===== config.mk =====
export PLATFORM = sky130hd
export DESIGN_NAME = soc_bus_arbiter
export DESIGN_NICKNAME = d
export VERILOG_FILES = /design/src/rtl/soc_bus_arbiter.sv
export SDC_FILE = /design/constraint.sdc
export NUM_CORES = 1
export LEC_CHECK = 0
export BUFFER_PORTS_ARGS = -buffer_cell sky130_fd_sc_hd__buf_2
export CAP_MARGIN = 20
export CELL_PAD_IN_SITES_DETAIL_PLACEMENT = 0
export CELL_PAD_IN_SITES_GLOBAL_PLACEMENT = 1
export CORE_AREA = 2 2 122 124
export CTS_CLUSTER_SIZE = 12
export DETAILED_ROUTE_END_ITERATION = 8
export DIE_AREA = 0 0 124 126
export GPL_TIMING_DRIVEN = 1
export PLACE_DENSITY_LB_ADDON = 0.1
export SETUP_SLACK_MARGIN = 0.2
export SLEW_MARGIN = 20
export SYNTH_ARGS = -nofsm -noshare
export SYNTH_HDL_FRONTEND = slang
export SYNTH_SLANG_ARGS = --single-unit

===== constraint.sdc =====
create_clock -name clk -period 3.1 [get_ports clk]
set_input_delay 0.62 -clock clk [delete_from_list [all_inputs] [get_ports clk]]
set_output_delay 0.62 -clock clk [all_outputs]
set_load 0.01 [all_outputs]

===== src/rtl/soc_bus_arbiter.sv =====
// Two-master round-robin arbiter for the valid/ready memory bus (CPU = master 0, DMA = master 1).
// A per-transaction watchdog aborts hung slave accesses with an error word and a sticky flag.
`timescale 1ns/1ps

module soc_bus_arbiter #(
    parameter int unsigned TIMEOUT_CYCLES = 256,
    parameter logic [31:0] ERR_RDATA      = 32'hDEAD_BEEF
) (
    input  logic        clk,
    input  logic        resetn,

    input  logic        m0_valid,
    input  logic [31:0] m0_addr,
    input  logic [31:0] m0_wdata,
    input  logic [3:0]  m0_wstrb,
    output logic        m0_ready,
    output logic [31:0] m0_rdata,

    input  logic        m1_valid,
    input  logic [31:0] m1_addr,
    input  logic [31:0] m1_wdata,
    input  logic [3:0]  m1_wstrb,
    output logic        m1_ready,
    output logic [31:0] m1_rdata,

    output logic        s_valid,
    output logic [31:0] s_addr,
    output logic [31:0] s_wdata,
    output logic [3:0]  s_wstrb,
    input  logic        s_ready,
    input  logic [31:0] s_rdata,

    output logic        grant,
    output logic        busy,
    output logic        timeout_err,
    input  logic        err_clr
);

    localparam int unsigned CNT_W = (TIMEOUT_CYCLES == 0) ? 1 : $clog2(TIMEOUT_CYCLES + 1);
    localparam logic [CNT_W-1:0] CNT_LAST = (TIMEOUT_CYCLES == 0) ? '0 : CNT_W'(TIMEOUT_CYCLES - 1);
    localparam logic [CNT_W-1:0] CNT_MAX  = '1;
    localparam bit WDOG_EN = (TIMEOUT_CYCLES != 0);

    typedef enum logic [1:0] {
        ST_IDLE  = 2'd0,
        ST_BUSY  = 2'd1,
        ST_ABORT = 2'd2
    } state_t;

    state_t           state_q, state_d;
    logic             grant_q, grant_d;
    logic             last_q, last_d;
    logic             busy_q, busy_d;
    logic             timeout_err_q, timeout_err_d;
    logic [CNT_W-1:0] count_q, count_d;

    logic        sel_valid;
    logic [31:0] sel_addr;
    logic [31:0] sel_wdata;
    logic [3:0]  sel_wstrb;
    logic        in_busy;
    logic        in_abort;
    logic        xfer_done;
    logic        resp_ready;
    logic [31:0] resp_rdata;

    // Slave-side response is forwarded only to the current owner and only while it is owned.
    always_comb begin
        sel_valid  = grant_q ? m1_valid : m0_valid;
        sel_addr   = grant_q ? m1_addr  : m0_addr;
        sel_wdata  = grant_q ? m1_wdata : m0_wdata;
        sel_wstrb  = grant_q ? m1_wstrb : m0_wstrb;
        in_busy    = (state_q == ST_BUSY);
        in_abort   = (state_q == ST_ABORT);
        xfer_done  = in_busy && sel_valid && s_ready;
        resp_ready = xfer_done || in_abort;
        resp_rdata = '0;
        if (in_abort) begin
            resp_rdata = ERR_RDATA;
        end else if (xfer_done) begin
            resp_rdata = s_rdata;
        end

        s_valid  = in_busy && sel_valid;
        s_addr   = in_busy ? sel_addr  : '0;
        s_wdata  = in_busy ? sel_wdata : '0;
        s_wstrb  = in_busy ? sel_wstrb : '0;
        m0_ready = resp_ready && !grant_q;
        m0_rdata = grant_q ? '0 : resp_rdata;
        m1_ready = resp_ready && grant_q;
        m1_rdata = grant_q ? resp_rdata : '0;
    end

    assign grant       = grant_q;
    assign busy        = busy_q;
    assign timeout_err = timeout_err_q;

    always_comb begin
        state_d       = state_q;
        grant_d       = grant_q;
        last_d        = last_q;
        count_d       = count_q;
        timeout_err_d = err_clr ? 1'b0 : timeout_err_q;

        case (state_q)
            ST_IDLE: begin
                if (m0_valid || m1_valid) begin
                    grant_d = (m0_valid && m1_valid) ? ~last_q : m1_valid;
                    state_d = ST_BUSY;
                    count_d = '0;
                end
            end
            ST_BUSY: begin
                if (xfer_done || !sel_valid) begin
                    state_d = ST_IDLE;
                    last_d  = grant_q;
                end else begin
                    if (WDOG_EN && (count_q == CNT_LAST)) begin
                        state_d = ST_ABORT;
                    end
                    if (count_q != CNT_MAX) begin
                        count_d = count_q + 1'b1;
                    end
                end
            end
            ST_ABORT: begin
                // Setting the error flag here takes priority over a simultaneous err_clr.
                timeout_err_d = 1'b1;
                last_d        = grant_q;
                state_d       = ST_IDLE;
            end
            default: begin
                state_d = ST_IDLE;
            end
        endcase

        busy_d = (state_d != ST_IDLE);
    end

    always_ff @(posedge clk or negedge resetn) begin
        if (!resetn) begin
            state_q       <= ST_IDLE;
            grant_q       <= 1'b0;
            last_q        <= 1'b1;
            busy_q        <= 1'b0;
            timeout_err_q <= 1'b0;
            count_q       <= '0;
        end else begin
            state_q       <= state_d;
            grant_q       <= grant_d;
            last_q        <= last_d;
            busy_q        <= busy_d;
            timeout_err_q <= timeout_err_d;
            count_q       <= count_d;
        end
    end

endmodule


==> impl_metrics.json <==
{
  "setup_tns_ns": 0,
  "final_cells": 818,
  "slew_headroom": 0.4808,
  "htreeDepth": 1,
  "start_util": 0.1565,
  "port-buffer-count": 311,
  "skew_ns": 0.001775,
  "syn_inst": 336,
  "outcome": "completed",
  "cts_setup_buffers": 0,
  "syn_to_final_growth_pct": 81.90,
  "grt_pass1_wl_um": 16620,
  "slew_violations": 0,
  "rsz0062_at_grt": "no",
  "die_h_um": 126,
  "grt_use_met1": 0.1445,
  "die-area_um2": 15620,
  "post-route-min-period_ns": 2.617,
  "yosys.area.top_type": "mux2i_1",
  "syn_avg_cell_area_um2": 6.666,
  "critPathArrivalTime_ns": 2.00,
  "drtPass1Iterations": 5,
  "root_buffer": "clkbuf_16",
  "dieWidth_um": 124,
  "netlist_area_um2": 2240,
  "n_antenna_cell": 0,
  "syn-num-nets": 513,
  "gr-total-overflow": 0,
  "finalPower_mw": 2.289,
  "grt_pass1_vias": 3065,
  "dp.cells": 814,
  "peakVddDrop_mv": 0.2306,
  "start_kind": "flip-flop",
  "placed_area_um2": 3995,
  "setup_violations": 0,
  "clockBufferDepth": 2,
  "vias": 3327,
  "fin_nets": 812,
  "grt.busiest_layer": "met2",
  "rows": 44,
  "worst_hold_slack_ns": 0.2884,
  "postRouteWirelength_um": 11940,
  "grt.total_usage": 0.1382,
  "worst_slack_ns": 0.4833,
  "antenna_found_initial": 0,
  "post-route-drc-count": 0,
  "grt_max_degree": 41,
  "path_class": "flip-flop to output pin",
  "yosysWarnings": 0,
  "cts_tree": "done",
  "ys_async_sr_fraction": 1.000,
  "coreArea_um2": 14310,
  "postCtsHoldBufs": 0,
  "synthDistinctLibCells": 30,
  "ant_nets": 0,
  "met2_usage": 0.2877,
  "clkSinkCount": 15,
  "fmax_ghz": 0.3822,
  "dp_hpwl_um": 10160,
  "hp-class": "input pin to asynchronous set/reset pin",
  "post-route-util": 0.2846,
  "insertion_delay_ns": 0.24,
  "power_density_nw_per_um2": 561.9,
  "dpl_worst_slack_ns": 0.4539,
  "wire_per_inst_um": 14.59,
  "netlist.area_leader.share": 0.3263,
  "netlist_top_cells_area": "mux2i_1 (33%), nor2_1 (25%), dfrtp_1 (16%)",
  "r2r_setup_slack_ns": 0.49,
  "drive_gt1_frac": 0.5174,
  "path_max_fanout": 25,
  "critical_path_required_ns": 2.48,
  "ys.flop_type": "dfrtp_1",
  "drv_cap": 0,
  "gp_congestion": 0.8343,
  "yosysSeqAreaShare": 0.1682,
  "design_area_um2": 4074,
  "num_io_pins": 312,
  "ys_ff_latch": 15,
  "cts_buffers": 3,
  "crit_path_end_kind": "output pin",
  "synth_edf_count": 0,
  "path_clk_slew_ns": 0.05,
  "hold_viol_final": 0,
  "power_leakage_nw": 2.585,
  "worst_slew_pin_slew_ns": 0.7789,
  "min_period_over_period": 0.8441,
  "avgViaCountPerCell": 4.067,
  "cts-resized-gates": 0,
  "grt_use_met3": 0.02083,
  "reg2regPathDepth": 8,
  "drt-initial-drc-count": 115
}
-- cells in the final DEF (no fill, tap or decap) --
| cell type | netlist | routed |
|---|---|---|
| dfrtp_4 | 0 | 1 |
| a22o_1 | 2 | 2 |
| mux2i_1 | 73 | 73 |
| a21o_1 | 2 | 2 |
| dfstp_2 | 1 | 1 |
| a31oi_1 | 2 | 2 |
| o22ai_1 | 1 | 1 |
| nor2_1 | 147 | 147 |
| nand2b_1 | 3 | 2 |
| nor4_2 | 1 | 1 |
| o21a_1 | 3 | 3 |
| inv_1 | 5 | 5 |
| nor3b_1 | 1 | 1 |
| dfrtp_1 | 14 | 13 |
| nand3_1 | 2 | 2 |
| nor2b_2 | 0 | 1 |
| nand2_1 | 7 | 7 |
| o21ai_1 | 1 | 1 |
| ha_1 | 3 | 3 |
| a21oi_1 | 10 | 10 |
| clkbuf_1 | 6 | 1 |
| buf_2 | 12 | 311 |
| nor3_1 | 1 | 1 |
| or3_1 | 2 | 2 |
| o21bai_1 | 2 | 2 |
| a21bo_2 | 1 | 1 |
| nand2b_2 | 0 | 1 |
| buf_4 | 0 | 6 |
| and2_1 | 16 | 16 |
| clkbuf_16 | 0 | 3 |
| and3_1 | 4 | 4 |
| o21ba_2 | 1 | 1 |
| nor2b_1 | 2 | 1 |
| buf_12 | 0 | 1 |
| o21ai_0 | 5 | 5 |
-- worst paths after layout --
check,end,start
min in group clk,count_q[0],count_q[0]
max reg2reg,count_q[8],count_q[0]
max in group asynchronous,last_q,resetn
max,m0_rdata[0],state_q[0]
min reg2reg,count_q[0],count_q[0]
min,count_q[6],resetn
-- report_power, final --
part           internal [mW]  switching (mW)  total (mW)
Clock                  0.174          0.0746       0.248
Combinational          0.761           0.915        1.68
Sequential             0.239           0.125       0.365
-- cells in the mapped netlist (3+ instances only) --
library cell,instances
inv_1,5
clkbuf_1,6
buf_2,12
nand2b_1,3
and3_1,4
o21a_1,3
mux2i_1,73
ha_1,3
nand2_1,7
buf_1,6
o21ai_0,5
nor2_1,147
and2_1,16
dfrtp_1,14
a21oi_1,10
-- registers in the layout (all words and copies together), names as in the netlist --
name,count
busy,1
count_q,9
grant,1
last_q,1
state_q,2
timeout_err,1
-- critical path, cell delays in order (launching register included) --
cell and delay, ns:
dfrtp_1 0.51, nor2b_1 0.31, nand3_1 0.11, a21o_1 0.45
nor2_1 0.20, buf_2 0.16
-- cells by family after synthesis --
kind of cell | Yosys count | synth area share
multiplexers | 73 | 0.3263
AND/OR/NAND/NOR | 186 | 0.3492
adder cells (fa/ha/maj) | 3 | 0.01676
buffers and inverters | 29 | 0.05531
AO/OA/AOI/OAI | 30 | 0.08435
flip-flops | 15 | 0.1682
-- per-layer routing --
layer / routed length, um / part of all wire / vias to the layer above
met5: 0 / 0 / -
met4: 70 / 0.0059 / 0
met3: 986 / 0.083 / 6
met2: 6662 / 0.56 / 180
met1: 4217 / 0.35 / 1436
li1: - / - / 1705
-- layout make-up --
type | count | area [um2]
clock buffers | 4 | 78.83
fillers | 1642 | 10240
inverters | 5 | 18.77
multi-input cells | 292 | 1744
flip-flops and latches | 15 | 380.4
well taps | 184 | 230.2
repair buffers | 318 | 1622
Power figures use the tool's default switching activity.
